===== src/rtl/simple_pipe.sv =====
// -----------------------------------------------------------------------------
// simple_pipe
//
// Multi-lane timing-benchmark pipeline with programmable latency. Each lane
// ANDs two inputs into a self-clearing toggle flop, and the flop feeds a
// DEPTH-stage register delay line. The output is taken from a runtime-selected
// stage, optionally inverted. A global enable stalls the whole block.
//
// Parameters
//   LANES   number of independent lanes (>=1)
//   DEPTH   delay-line stages after the toggle flop (>=1)
//   INVERT  1 = outputs inverted relative to the tapped stage
//   TW      tap-select width, derived from DEPTH
//
// Ports
//   tau2015_clk    in   1      rising-edge clock
//   tau2015_rst_n  in   1      synchronous active-low reset
//   inp1           in   LANES  gate input A per lane
//   inp2           in   LANES  gate input B per lane
//   en             in   1      advance enable, 0 holds all state
//   tap            in   TW     output stage select, values above DEPTH clamp
//   out            out  LANES  tapped, optionally inverted lane value
// -----------------------------------------------------------------------------
module simple_pipe #(
    parameter  int LANES  = 4,
    parameter  int DEPTH  = 16,
    parameter  int INVERT = 0,
    localparam int TW     = $clog2(DEPTH + 1)
) (
    input  logic             tau2015_clk,
    input  logic             tau2015_rst_n,
    input  logic [LANES-1:0] inp1,
    input  logic [LANES-1:0] inp2,
    input  logic             en,
    input  logic [TW-1:0]    tap,
    output logic [LANES-1:0] out
);

    // r_stage[0] is the toggle flop itself; r_stage[1..DEPTH] is the delay line.
    logic [LANES-1:0] r_stage [0:DEPTH];

    logic [TW-1:0]    w_tap_sel;
    logic [LANES-1:0] w_inv_mask;

    always_ff @(posedge tau2015_clk) begin
        if (!tau2015_rst_n) begin
            for (int k = 0; k <= DEPTH; k++) begin
                r_stage[k] <= '0;
            end
        end else if (en) begin
            // NAND/NOR feedback law collapses to: set only when both inputs
            // are high and the flop is currently low.
            r_stage[0] <= inp1 & inp2 & ~r_stage[0];
            for (int k = 1; k <= DEPTH; k++) begin
                r_stage[k] <= r_stage[k-1];
            end
        end
    end

    // Out-of-range taps are clamped so the mux never indexes past the line.
    always_comb begin
        w_tap_sel = tap;
        if (tap > TW'(DEPTH)) begin
            w_tap_sel = TW'(DEPTH);
        end
    end

    assign w_inv_mask = (INVERT != 0) ? {LANES{1'b1}} : {LANES{1'b0}};

    // Mux reads registers only, so out never sees inp1/inp2 combinationally.
    assign out = r_stage[w_tap_sel] ^ w_inv_mask;

endmodule


===== config.mk =====
export PLATFORM = sky130hd
export DESIGN_NAME = simple_pipe
export DESIGN_NICKNAME = d
export VERILOG_FILES = /design/src/rtl/simple_pipe.sv
export SDC_FILE = /design/constraint.sdc
export NUM_CORES = 1
export LEC_CHECK = 0
export ABC_AREA = 1
export BUFFER_PORTS_ARGS = -buffer_cell sky130_fd_sc_hd__buf_2
export CAP_MARGIN = 30
export CORE_MARGIN = 1
export CORE_UTILIZATION = 55
export CTS_CLUSTER_DIAMETER = 120
export DETAILED_ROUTE_END_ITERATION = 8
export GPL_TIMING_DRIVEN = 1
export PLACE_DENSITY = 0.69
export SLEW_MARGIN = 15
export SYNTH_ARGS = -nofsm -noshare
export SYNTH_HDL_FRONTEND = slang
export SYNTH_SLANG_ARGS = --single-unit
export TNS_END_PERCENT = 30

===== constraint.sdc =====
create_clock -name tau2015_clk -period 3.3 [get_ports tau2015_clk]
set_input_delay 0.66 -clock tau2015_clk [delete_from_list [all_inputs] [get_ports tau2015_clk]]
set_output_delay 0.66 -clock tau2015_clk [all_outputs]
set_load 0.03 [all_outputs]

Word-level counts from Yosys, hierarchy flattened
Memories as Yosys holds them, arrays and structs flattened.
Cells that the tools add are included.
- add/subtract/negate cells: 0
- multipliers: 0
- div/mod/pow operators: 0
- $lt $le $gt $ge: 1
- eq/ne operators: 0
- shifts and indexed selects: 0
- multiplexer cells: 22
- bitwise gates (word level): 20
- reduce and logical (&&, ||, !) cells: 0
- operator list (kind ; number):
    $mux W4 ; 17
    $or A1 B1 Y1 ; 17
    $and A4 B4 Y4 ; 2
    $gt A5 B5 Y1 const B ; 1
    $mux W5 ; 1
    $mux W1 ; 4
    $not A4 Y4 ; 1
- register bits after elaboration: 0
- latch bits: 0
- RAM bits: 68
- ROM bits: 0
- bits of input ports: 16
- output and inout port bits: 4
- logic and storage cells: 44
- memories: 1
- memories (memory ; depth ; width ; read ports ; clocked after Yosys merged registers in ; wr ports ; RTL line ; RTL):
    r_stage ; 17 ; 4 ; 17 ; 0 ; 17 ; 40 ; logic [LANES-1:0] r_stage [0:DEPTH];

Logic depth before layout (Yosys ltp)
Gate-level depths: netlist of the first run.
- depth after elaboration: 4
- gate-level depth with buffers: 13

Worst setup path before layout of the first run
Ideal clock, no wire load.
- path type: input port to flip-flop
- start: input port en
- end: memory r_stage[0][0], enable pin
- library setup time: 0.428 ns
- arrival: 2.130 ns
- setup slack: 0.741 ns
- stages on the path: 2
- cells stage by stage: inv_1 -> nand2_1
- RTL lines (what ; RTL line ; RTL):
    start, declared ; 34 ; input logic en,
    end, declared ; 40 ;

Worst setup path in the final report of the first run
- start: input port tap[4]
- end: output port out[2]
- word-level cells in the longest chain between the ends: 3
- ends and longest elaborated chain (what ; RTL line ; RTL):
    start, declared ; 35 ; input logic [TW-1:0] tap,
    $gt A5 B5 Y1 ; 63 ; if (tap > TW'(DEPTH)) begin
    $mux W5 * ; 63 ;
    $mem_v2 Z17 W4 * ; -- ;
    end, declared ; 36 ; output logic [LANES-1:0] out
Every way passes the cells marked *; elsewhere a longest branch is shown, timed or not.

==> metrics.md, run 1 <==
| Metric | Value |
|---|---|
| Area delta synth->final | `9.86%` |
| Yosys cell types | `21` |
| Run status | `finished, final reports clean` |
| Startpoint of the worst register-to-register path | `r_stage[0][0]$_SDFFCE_PN0P_` |
| Vias post-DR | `2413` |
| Detail Placement HPWL | `4.12 mm` |
| Final setup viols | `0` |
| Slowest CP cell | `buf_2` |
| CP peak stage delay | `270 ps` |
| Top Registers | `r_stage x68` |
| Final Hold Vio Count | `0` |
| Layout fillers | `524` |
| 1st-iter DRT viols | `206` |
| CTS Buf Count | `9` |
| Setup tns final | `0 ps` |
| Fin. max-slew vios | `0` |
| Syn Nets | `401` |
| N_diodes | `0` |
| Cell Area, Synth | `3450 µm²` |
| Number of synthesized register bits | `68` |
| Initial antenna violation count | `0` |
| PD cells | `540 nW/µm²` |
| Avg Cell Area, Syn | `8.97 µm²` |
| CP Capture Type | `primary output` |
| Vias/cell | `5.01` |
| WL/cell | `13.3 µm` |
| CTS sink cnt | `68` |
| CORE AREA | `5990 µm²` |
| Share of layout cells above drive strength 1 | `12.5%` |
| Total power | `2.05 mW` |
| Port-buffer cells | `19` |
| Fmax | `0.363 GHz` |
| Critical Path, Cell by Cell | `buf_2 > inv_6 > nand2_8 > nand2_1 > o21ai_1 > inv_1 > nand2_1 > nand3_1 > nand3_1 > nand3_1 > nand2_1 > buf_2` |
| CP max FO | `42` |
| First-pass GRT wire length | `10.5 mm` |
| Critical path startpoint | `tap[4]` |
| Final wirelength | `6.40 mm` |
| Drt drc | `0` |
| First-pass iteration count of the detailed router | `4` |
| Least-Margin Pin Slew | `772 ps` |
| Placed Cells | `466` |
| Grt total ovfl | `0` |
| Clock Path Buffers | `2` |
| Kind of critical path | `input port to primary output` |
| Hold buffer count at CTS | `0` |
| DIE AREA | `6600 µm²` |
| DIE HEIGHT | `81.2 µm` |
| Final layout net count | `418` |
| Postcts setup bufs | `0` |
| Clock Skews | `5.47 ps` |
| R2r setup slk | `2450 ps` |
| Antenna Nets Post-Route | `0` |
| CP bufs+invs | `4` |
| Period minus WS final | `2760 ps` |
| Arrival @ worst endpoint | `2100 ps` |
| CTS tree | `yes` |
| GRT Util Overall | `21.8%` |
| CP Depth | `12` |
| Post-place setup slack | `547 ps` |
| Routability Congestion | `0.859` |
| I/O pins | `20` |
| Largest net degree at the start of global routing | `43` |
| Hold WC Path Type | `flop to flop` |
| Cell Count, Final, Fillers Out | `482` |
| Number of flip-flops in the largest register | `68` |
| Starting Density | `57.6%` |
| Vias in the first global route | `2136` |
| Final period util | `83.5%` |
| Post-route setup slack | `543 ps` |
| H-tree depth | `3` |
| Max IR drop VDD | `0.000424 V` |
| Cells resized by post-CTS repair | `0` |
| Synth Instances | `385` |
| Leak Pwr | `1.67 nW` |
| Reg2Reg Capture Point | `r_stage[1][0]$_SDFFCE_PN0P_` |
| Sequential element share of the synthesized area | `59.1%` |
| Clock Pin Slew Worst Setup and Hold Paths | `70 ps` |
| Yosys warns | `0` |
| Biggest register | `r_stage` |
| Clock Latency Late Sink | `340 ps` |
| # Max-Cap Violations | `0` |
| Slew headroom | `48.4%` |
| Clk root buf | `clkbuf_8` |
| RSZ-0062 raised after global routing | `no` |
| Worst setup path end | `out[2]` |
| R2r worst-path depth | `2` |
| # rows | `28` |
| Worst setup SP type | `input port` |
| DIE WIDTH | `81.2 µm` |
| CP required | `2640 ps` |
| CP delay by family, top | `simple AND/OR/NAND/NOR gates` |
final cells by class:
class                           count  area (µm²)  share of cell area [%]
Clock buffer                        9         124                    3.27
Multi-Input combinational cell    221         977                    25.8
Clock inverter                      7         115                    3.03
Tap cell                           75        93.8                    2.47
Sequential cell                    68        2040                    53.8
Timing Repair Buffer               23         138                    3.63
Inverter                           79         304                    8.01
power by group:
| part | total [mW] | internal (mW) | switching, mW |
|---|---|---|---|
| Combinational | 0.204 | 0.0624 | 0.141 |
| Sequential | 1.02 | 1.00 | 0.0200 |
| Clock | 0.820 | 0.499 | 0.321 |
cells in the final DEF, fill, tap and decap left out:
cell,count
buf_12,1
buf_2,19
buf_4,3
bufinv_16,3
clkbuf_8,9
clkinv_1,1
clkinv_2,1
clkinv_4,1
clkinvlp_4,1
edfxtp_1,68
inv_1,75
inv_2,2
inv_4,1
inv_6,1
nand2_1,80
nand2_2,6
nand2_8,1
nand3_1,48
nand3b_1,1
nand4_1,2
nor2_1,72
nor2_8,1
o211ai_1,6
o21ai_1,3
o21ai_2,1
synth_stat cells:
cell      instances  share of area (%)
nand2_1          82                8.9
inv_1            75                8.2
nor2_1           72                7.8
edfxtp_1         68                 59
nand3_1          48                7.0
buf_6             6                2.0
o211ai_1          6                1.3
clkbuf_1          4               0.43
nand2_2           4               0.72
buf_2             3               0.43
o21ai_1           3               0.43
buf_1             2               0.22
buf_8             2               0.87
inv_2             2               0.22
nand4_1           2               0.36
inv_4             1               0.18
inv_6             1               0.25
nand2_8           1               0.58
nand3b_1          1               0.22
nor2_8            1               0.58
o21ai_2           1               0.25
cell families (layout without fill, tap and decap cells):
logic type             after synthesis  count (layout)  share of synthesized area (%)
AOI/OAI and AO/OA                   10              10                           1.99
buffers and inverters               96             118                           12.7
DFF                                 68              68                           59.1
and+or+nand+nor                    211             211                           26.2
layer usage:
metal	up-vias	GRT usage, %	part of all wire, %
met5	-	0	0
met4	0	11.3	2.4
met3	12	4.38	4.8
met2	58	31.0	44
met1	1104	31.5	48
li1	1239	-	-
worst min-delay path, cell delays in order (launching register included):
cell	delay, ps
edfxtp_1	320
inv_1	50
nor2_1	80
how the worst min path moves through the flow:
stage          depth (start not counted)                          from                            to  slack [ps]
2_1_floorplan                          2   r_stage[9][0]$_SDFFCE_PN0P_  r_stage[10][0]$_SDFFCE_PN0P_         530
6_report                               2   r_stage[9][0]$_SDFFCE_PN0P_  r_stage[10][0]$_SDFFCE_PN0P_         560
3_5_place_dp                           2   r_stage[9][0]$_SDFFCE_PN0P_  r_stage[10][0]$_SDFFCE_PN0P_         550
4_1_cts                                2   r_stage[3][3]$_SDFFCE_PN0P_   r_stage[4][3]$_SDFFCE_PN0P_         570
5_1_grt                                2  r_stage[10][0]$_SDFFCE_PN0P_  r_stage[11][0]$_SDFFCE_PN0P_         600
3_3_place_gp                           2   r_stage[4][1]$_SDFFCE_PN0P_   r_stage[5][1]$_SDFFCE_PN0P_         540
stage by stage:
step / hold WS (ps) / utilization (%) / cell area (µm²)
after floorplan: 531 / - / 3450
after global placement: 539 / 59.3 / 3550
after detailed placement: 550 / 59.3 / 3550
after CTS: 568 / 63.3 / 3790
after global routing: 596 / 63.3 / 3790
final: 562 / 63.3 / 3790
Power figures use the tool's default switching activity.
==> inputs of run 2 (changes only) <==
clock period = 2.6 ns   (was 3.3 ns; I/O delays follow)
==> metrics.md, run 2 (synthesis gave the netlist of run 1 again) <==
| Metric | Value |
|---|---|
| 1st-iter DRT viols | `170 (-17%)` |
| R2r worst-path depth | `2 (unchanged)` |
| Detail Placement HPWL | `4.30 mm (+4.4%)` |
| CTS Buf Count | `9 (unchanged)` |
| Vias in the first global route | `2262 (+5.9%)` |
| Worst setup SP type | `input port` |
| Share of layout cells above drive strength 1 | `12.0% (-0.52 points)` |
| GRT Util Overall | `22.2% (+0.40 points)` |
| Multi-input logic area | `977 µm² (unchanged)` |
| Area delta synth->final | `9.13%` |
| Hold Crit Depth | `3 (+1)` |
| Postcts setup bufs | `0 (unchanged)` |
| Slowest CP cell | `buf_2` |
| Startpoint of the worst register-to-register path | `r_stage[0][0]$_SDFFCE_PN0P_` |
| Reg2Reg Capture Point | `r_stage[1][0]$_SDFFCE_PN0P_` |
| RSZ-0062 raised after global routing | `no` |
| CP peak stage delay | `260 ps (about the same)` |
| Layout fillers | `522 (-0.38%)` |
| Final core utilization | `62.9% (-0.42 points)` |
| Arrival @ worst endpoint | `1960 ps (-140 ps)` |
| Final Hold Vio Count | `0 (unchanged)` |
| R2r setup slk | `1750 ps (-700 ps)` |
| Max IR drop VDD | `0.000402 V (-5.2%)` |
| Final layout net count | `419 (+0.24%)` |
| Final wirelength | `6.53 mm (+2.1%)` |
| Net Switching | `0.614 mW (+27%)` |
| Hold Startpoint | `inp2[1]` |
| Vias post-DR | `2423 (+0.41%)` |
| WL/cell | `13.5 µm (+1.9%)` |
| Combinational power share | `10.5% (+0.6 points)` |
| DIE AREA | `6600 µm² (unchanged)` |
| Antenna Nets Post-Route | `0 (unchanged)` |
| Least-Margin Pin Slew | `566 ps (-206 ps)` |
| H-tree depth | `3 (unchanged)` |
| Initial antenna violation count | `0 (unchanged)` |
| Sequential cell area | `2040 µm² (unchanged)` |
| Hold buffer count at CTS | `0 (unchanged)` |
| Final period util | `95.2%` |
| # Max-Cap Violations | `0 (unchanged)` |
| CP bufs+invs | `4 (unchanged)` |
| CP required | `2080 ps (-560 ps)` |
| Period minus WS final | `2480 ps` |
| Clk root buf | `clkbuf_8` |
| Routability Congestion | `0.866 (+0.86%)` |
| N_diodes | `0 (unchanged)` |
| Commonest non-fill, non-tap cell in the layout | `nand2_1` |
| CP delay by family, top | `simple AND/OR/NAND/NOR gates` |
| Final setup viols | `0 (unchanged)` |
| First-pass GRT wire length | `10.6 mm (+1.2%)` |
| Number of flip-flops in the largest register | `68 (unchanged)` |
| Clock Latency Late Sink | `350 ps (about the same)` |
| Fmax | `0.404 GHz` |
| Most frequent cells in the layout | `80 x nand2_1, 75 x inv_1, 72 x nor2_1` |
| DIE HEIGHT | `81.2 µm (unchanged)` |
| Clock Pin Slew Worst Setup and Hold Paths | `70 ps (about the same)` |
| CORE AREA | `5990 µm² (unchanged)` |
| Starting Density | `57.6% (unchanged)` |
| Biggest register | `r_stage` |
| Clock power share | `37.5% (-2.5 points)` |
| PD cells | `663 nW/µm² (+23%)` |
| Largest net degree at the start of global routing | `43 (unchanged)` |
| Internal Power | `1.89 mW (+20%)` |
| Clock Path Buffers | `2 (unchanged)` |
| Grt total ovfl | `0 (unchanged)` |
| CTS sink cnt | `68 (unchanged)` |
| Seq pwr share | `52.0% (+2.0 points)` |
| Setup tns final | `0 ps (unchanged)` |
| Switching Share | `24.6% (+0.99 points)` |
| Clock Skews | `4.51 ps (-0.968 ps)` |
| Run status | `finished, final reports clean` |
| DIE WIDTH | `81.2 µm (unchanged)` |
| Vias/cell | `5.02 (+0.21%)` |
| # rows | `28 (unchanged)` |
| CP Capture Type | `primary output` |
| Top Registers | `r_stage x68` |
| First-pass iteration count of the detailed router | `4 (unchanged)` |
| CP max FO | `42 (unchanged)` |
| Slew headroom | `62.2% (+14 points)` |
| Kind of critical path | `input port to primary output` |
| Leak Pwr | `1.65 nW (-0.80%)` |
| Drt drc | `0 (unchanged)` |
| Critical Path, Cell by Cell | `buf_2 > inv_6 > nand2_8 > nand2_1 > o21ai_1 > inv_1 > nand2_1 > nand3_1 > nand3_1 > nand3_1 > nand2_1 > buf_2` |
| Worst Hold Endpoint | `r_stage[0][1]$_SDFFCE_PN0P_` |
| CTS tree | `yes` |
| Port-buffer cells | `19 (unchanged)` |
| I/O pins | `20 (unchanged)` |
| Cells resized by post-CTS repair | `0 (unchanged)` |
| Hold WC Path Type | `input port to flop` |
| Fin. max-slew vios | `0 (unchanged)` |
run 2: how the worst max path moves through the flow:
stage                start                          end  slack [ps]  cells after the start
finish              tap[4]                       out[2]         120                     12
global route        tap[4]                       out[0]           8                     10
detailed placement  tap[4]                       out[2]         110                     12
global placement    tap[4]                       out[2]         180                     12
floorplan               en  r_stage[0][0]$_SDFFCE_PN0P_         180                      2
CTS                 tap[4]                       out[2]         110                     12
run 2: worst min-delay path, cell delays in order:
cell and delay, ps:
buf_2 80, nand3_1 60, nor2_1 70
run 2: area by class of cell:
| cell class | count | area share (%) |
|---|---|---|
| clock buffers | 10 | 3.39 |
| clock inverters | 6 | 2.09 |
| inverters | 79 | 8.07 |
| multi-input cells | 221 | 25.9 |
| flip-flops and latches | 68 | 54.2 |
| well taps | 75 | 2.49 |
| repair buffers | 24 | 3.85 |
run 2: power groups by stage:
stage / combinational, mW / sequential, mW / clock [mW]
6_report: 0.261 / 1.30 / 0.938
3_3_place_gp: 0.256 / 1.32 / 0
2_1_floorplan: 0.203 / 1.32 / 0
3_5_place_dp: 0.260 / 1.33 / 0
4_1_cts: 0.262 / 1.30 / 0.954
5_1_grt: 0.296 / 1.31 / 0.989
run 2: routing by layer:
metal	global-route usage (%)	part of all wire (%)	wire (µm)	vias up
met1	30.6	50	3240	1118
li1	-	-	-	1243
met4	12.0	2.3	150	0
met2	33.3	44	2890	49
met5	0	0	0	-
met3	4.04	3.9	257	13
run 2: per-stage QoR:
stage | instance area [µm²] | hold WS, ps | total power, mW | worst slack (ps) | std cells
after floorplan | 3450 | 531 | 1.52 | 181 | 385
after global placement | 3560 | 536 | 1.58 | 177 | 467
after detailed placement | 3560 | 545 | 1.58 | 112 | 467
after CTS | 3770 | 484 | 2.52 | 107 | 483
after global routing | 3770 | 493 | 2.59 | 8.23 | 483
final | 3770 | 493 | 2.50 | 124 | 483
==> inputs of run 3 (changes only) <==
ABC_AREA = default   (was 1)
==> metrics.md, run 3 <==
| Metric | Value |
|---|---|
| Antenna Nets Post-Route | `0 (unchanged)` |
| Postcts setup bufs | `0 (unchanged)` |
| CORE AREA | `5540 µm² (-7.5%)` |
| GRT Util Overall | `24.4% (+2.1 points)` |
| Number of synthesized register bits | `68 (unchanged)` |
| Drt drc | `0 (unchanged)` |
| Internal Power | `1.81 mW (-3.9%)` |
| Biggest register | `r_stage` |
| Clock Pin Slew Worst Setup and Hold Paths | `60 ps (about the same)` |
| First-pass GRT wire length | `11.0 mm (+3.3%)` |
| Fmax | `0.394 GHz (-2.4%)` |
| Clock Skews | `5.22 ps (+0.715 ps)` |
| Gr busiest metal | `met1` |
| Cell Area, Synth | `3200 µm² (-7.4%)` |
| DIE HEIGHT | `78.3 µm (-3.7%)` |
| CP Capture Type | `primary output` |
| Worst Hold Endpoint | `r_stage[0][3]$_SDFFCE_PN0P_` |
| N_diodes | `0 (unchanged)` |
| Final Hold Vio Count | `0 (unchanged)` |
| Synth top area share | `63.8% (+4.7 points)` |
| Least-Margin Pin Slew | `450 ps (-116 ps)` |
| Routability Congestion | `0.790 (-8.8%)` |
| Reg2Reg Capture Point | `r_stage[1][2]$_SDFFCE_PN0P_` |
| Worst setup SP type | `input port` |
| Commonest non-fill, non-tap cell in the layout | `edfxtp_1` |
| Max IR drop VDD | `0.000595 V (+48%)` |
| Hold Crit Depth | `3 (unchanged)` |
| Final setup viols | `0 (unchanged)` |
| CTS Buf Count | `9 (unchanged)` |
| Period minus WS final | `2540 ps (+59.8 ps)` |
| Met2 Use GR | `35.8% (+2.5 points)` |
| Synth async-reset ratio | `0% (unchanged)` |
| Hold buffer count at CTS | `0 (unchanged)` |
| # rows | `27 (-3.6%)` |
| DIE AREA | `6120 µm² (-7.2%)` |
| Clock Latency Late Sink | `330 ps (-20 ps)` |
| Arrival @ worst endpoint | `2020 ps (+60 ps)` |
| Critical path startpoint | `tap[4]` |
| Port-buffer cells | `19 (unchanged)` |
| GR Util met3 | `5.58% (+1.5 points)` |
| Leak Pwr | `1.65 nW (about the same)` |
| Hold Startpoint | `inp2[3]` |
| Kind of critical path | `input port to primary output` |
| WL/cell | `19.3 µm (+43%)` |
| Share of layout cells above drive strength 1 | `21.8% (+9.8 points)` |
| Syn Nets | `259 (-35%)` |
| GR met1 Demand/Resource | `36.2% (+5.6 points)` |
| Net Switching | `0.532 mW (-13%)` |
| Layout fillers | `431 (-17%)` |
| Leading area contributor after synthesis | `edfxtp_1` |
| Detail Placement HPWL | `4.21 mm (-2.1%)` |
| Cell with the most instances after synthesis | `edfxtp_1` |
| Setup tns final | `0 ps (unchanged)` |
| Vias/cell | `6.05 (+21%)` |
| CTS sink cnt | `68 (unchanged)` |
| Slew headroom | `70.0% (+7.9 points)` |
| R2r worst-path depth | `2 (unchanged)` |
| Post-place setup slack | `-12.6 ps (-124 ps)` |
| CP max FO | `4 (-90%)` |
| Vias in the first global route | `2045 (-9.6%)` |
| Avg Cell Area, Syn | `13.2 µm² (+47%)` |
| Commonest cells post-synth | `68 x edfxtp_1, 61 x and3_1, 17 x clkbuf_1, 14 x mux2i_1, 13 x nand2_1` |
| Number of flip-flops in the largest register | `68 (unchanged)` |
| Clk root buf | `clkbuf_8` |
| Run status | `finished, final reports clean` |
| Final layout net count | `283 (-32%)` |
| Vias post-DR | `2075 (-14%)` |
| Area delta synth->final | `14.2%` |
| Synth Instances | `243 (-37%)` |
| Clock Path Buffers | `2 (unchanged)` |
| Startpoint of the worst register-to-register path | `r_stage[0][2]$_SDFFCE_PN0P_` |
| Largest net degree at the start of global routing | `50 (+16%)` |
| H-tree depth | `3 (unchanged)` |
| Fin. max-slew vios | `0 (unchanged)` |
| Starting Density | `57.7% (+0.079 points)` |
| Synth top area cells | `edfxtp_1 64%, and3_1 12%, mux2i_1 4.4%` |
| Switching Share | `22.7% (-1.9 points)` |
| Final period util | `97.5% (+2.3 points)` |
| # Max-Cap Violations | `0 (unchanged)` |
| Most frequent cells in the layout | `68 x edfxtp_1, 61 x and3_1, 16 x buf_4` |
| R2r setup slk | `1730 ps (-20 ps)` |
| Combinational power share | `10.1% (-0.4 points)` |
| I/O pins | `20 (unchanged)` |
| Initial antenna violation count | `0 (unchanged)` |
| Grt total ovfl | `0 (unchanged)` |
| Yosys warns | `0 (unchanged)` |
| Seq pwr share | `55.9% (+3.9 points)` |
| PD cells | `642 nW/µm² (-3.3%)` |
| Top Registers | `r_stage x68` |
| Yosys cell types | `31 (+48%)` |
| Post-synth EDFFs | `68 (unchanged)` |
| CP required | `2080 ps (about the same)` |
| DIE WIDTH | `78.3 µm (-3.7%)` |
| Post-synth top flop | `edfxtp_1` |
| Sequential element share of the synthesized area | `63.8% (+4.7 points)` |
| Final wirelength | `6.64 mm (+1.6%)` |
| Clock power share | `34.0% (-3.5 points)` |
| 1st-iter DRT viols | `182 (+7.1%)` |
| Post-route setup slack | `64.4 ps (-59.8 ps)` |
| First-pass iteration count of the detailed router | `5 (+1)` |
| CTS tree | `yes` |
| Hold WC Path Type | `input port to flop` |
run 3: cell types whose count changed after synthesis, sizes merged, moves of 5 or more:
cell,delta
nand2,-74
buf,-8
nor2,-65
o211ai,-6
inv,-75
clkbuf,+13
and3,+61
nor3,+5
nand3,-47
mux2i,+14
a21oi,+6
mux4,+5
run 3: repair_timing:
item,4_1_cts,5_1_grt
endpoints found under the setup margin,1,4
hold endpoints to repair,0,0
pin swaps,0,2
resized for setup,1,14
run 3: metal layers:
metal  vias to the layer above  share of wire, %  wire (µm)
met4                         0               1.1         74
met3                         8               5.2        342
met1                      1017                48       3160
met2                        65                46       3060
li1                        985                 -          -
met5                         -                 0          0
run 3: through the flow:
stage          cells  cell area, µm²  power, mW  utilization (%)  hold slack [ps]
6_report         343            3650       2.34             65.9              524
5_1_grt          343            3650       2.44             65.9              523
4_1_cts          343            3620       2.35             65.3              504
3_5_place_dp     328            3440       1.56             62.0              557
3_3_place_gp     328            3440       1.56             62.0              552
2_1_floorplan    243            3200       1.47                -              541
run 3: power groups by stage:
stage	Combinational [mW]	Sequential, mW	Clock, mW
floorplan	0.152	1.32	0
global placement	0.223	1.33	0
detailed placement	0.225	1.33	0
CTS	0.229	1.31	0.815
global route	0.258	1.32	0.862
finish	0.236	1.31	0.797
run 3: how the worst max path moves through the flow:
stage | end
floorplan | out[2]
global placement | out[1]
detailed placement | out[1]
CTS | out[1]
global route | out[0]
finish | out[1]
run 3: logic make-up after synthesis:
family,Yosys count,synth area share (%)
flops,68,63.8
buf+inv,26,3.40
compound gates,31,6.53
mux,22,9.08
simple gates,96,17.1
run 3: cell type report:
type | count | area [µm²] | share of cell area, %
multi-input cells | 149 | 1070 | 29.2
flip-flops and latches | 68 | 2040 | 55.9
inverters | 4 | 15.0 | 0.411
well taps | 72 | 90.1 | 2.47
clock buffers | 12 | 135 | 3.70
repair buffers | 35 | 264 | 7.23
clock inverters | 3 | 38.8 | 1.06
run 3: critical path, cell delays in order:
cell and delay, ps:
buf_4 130, nor2b_4 120, mux4_2 500, nor2b_4 140
a211o_1 260, a22o_1 210, buf_6 140
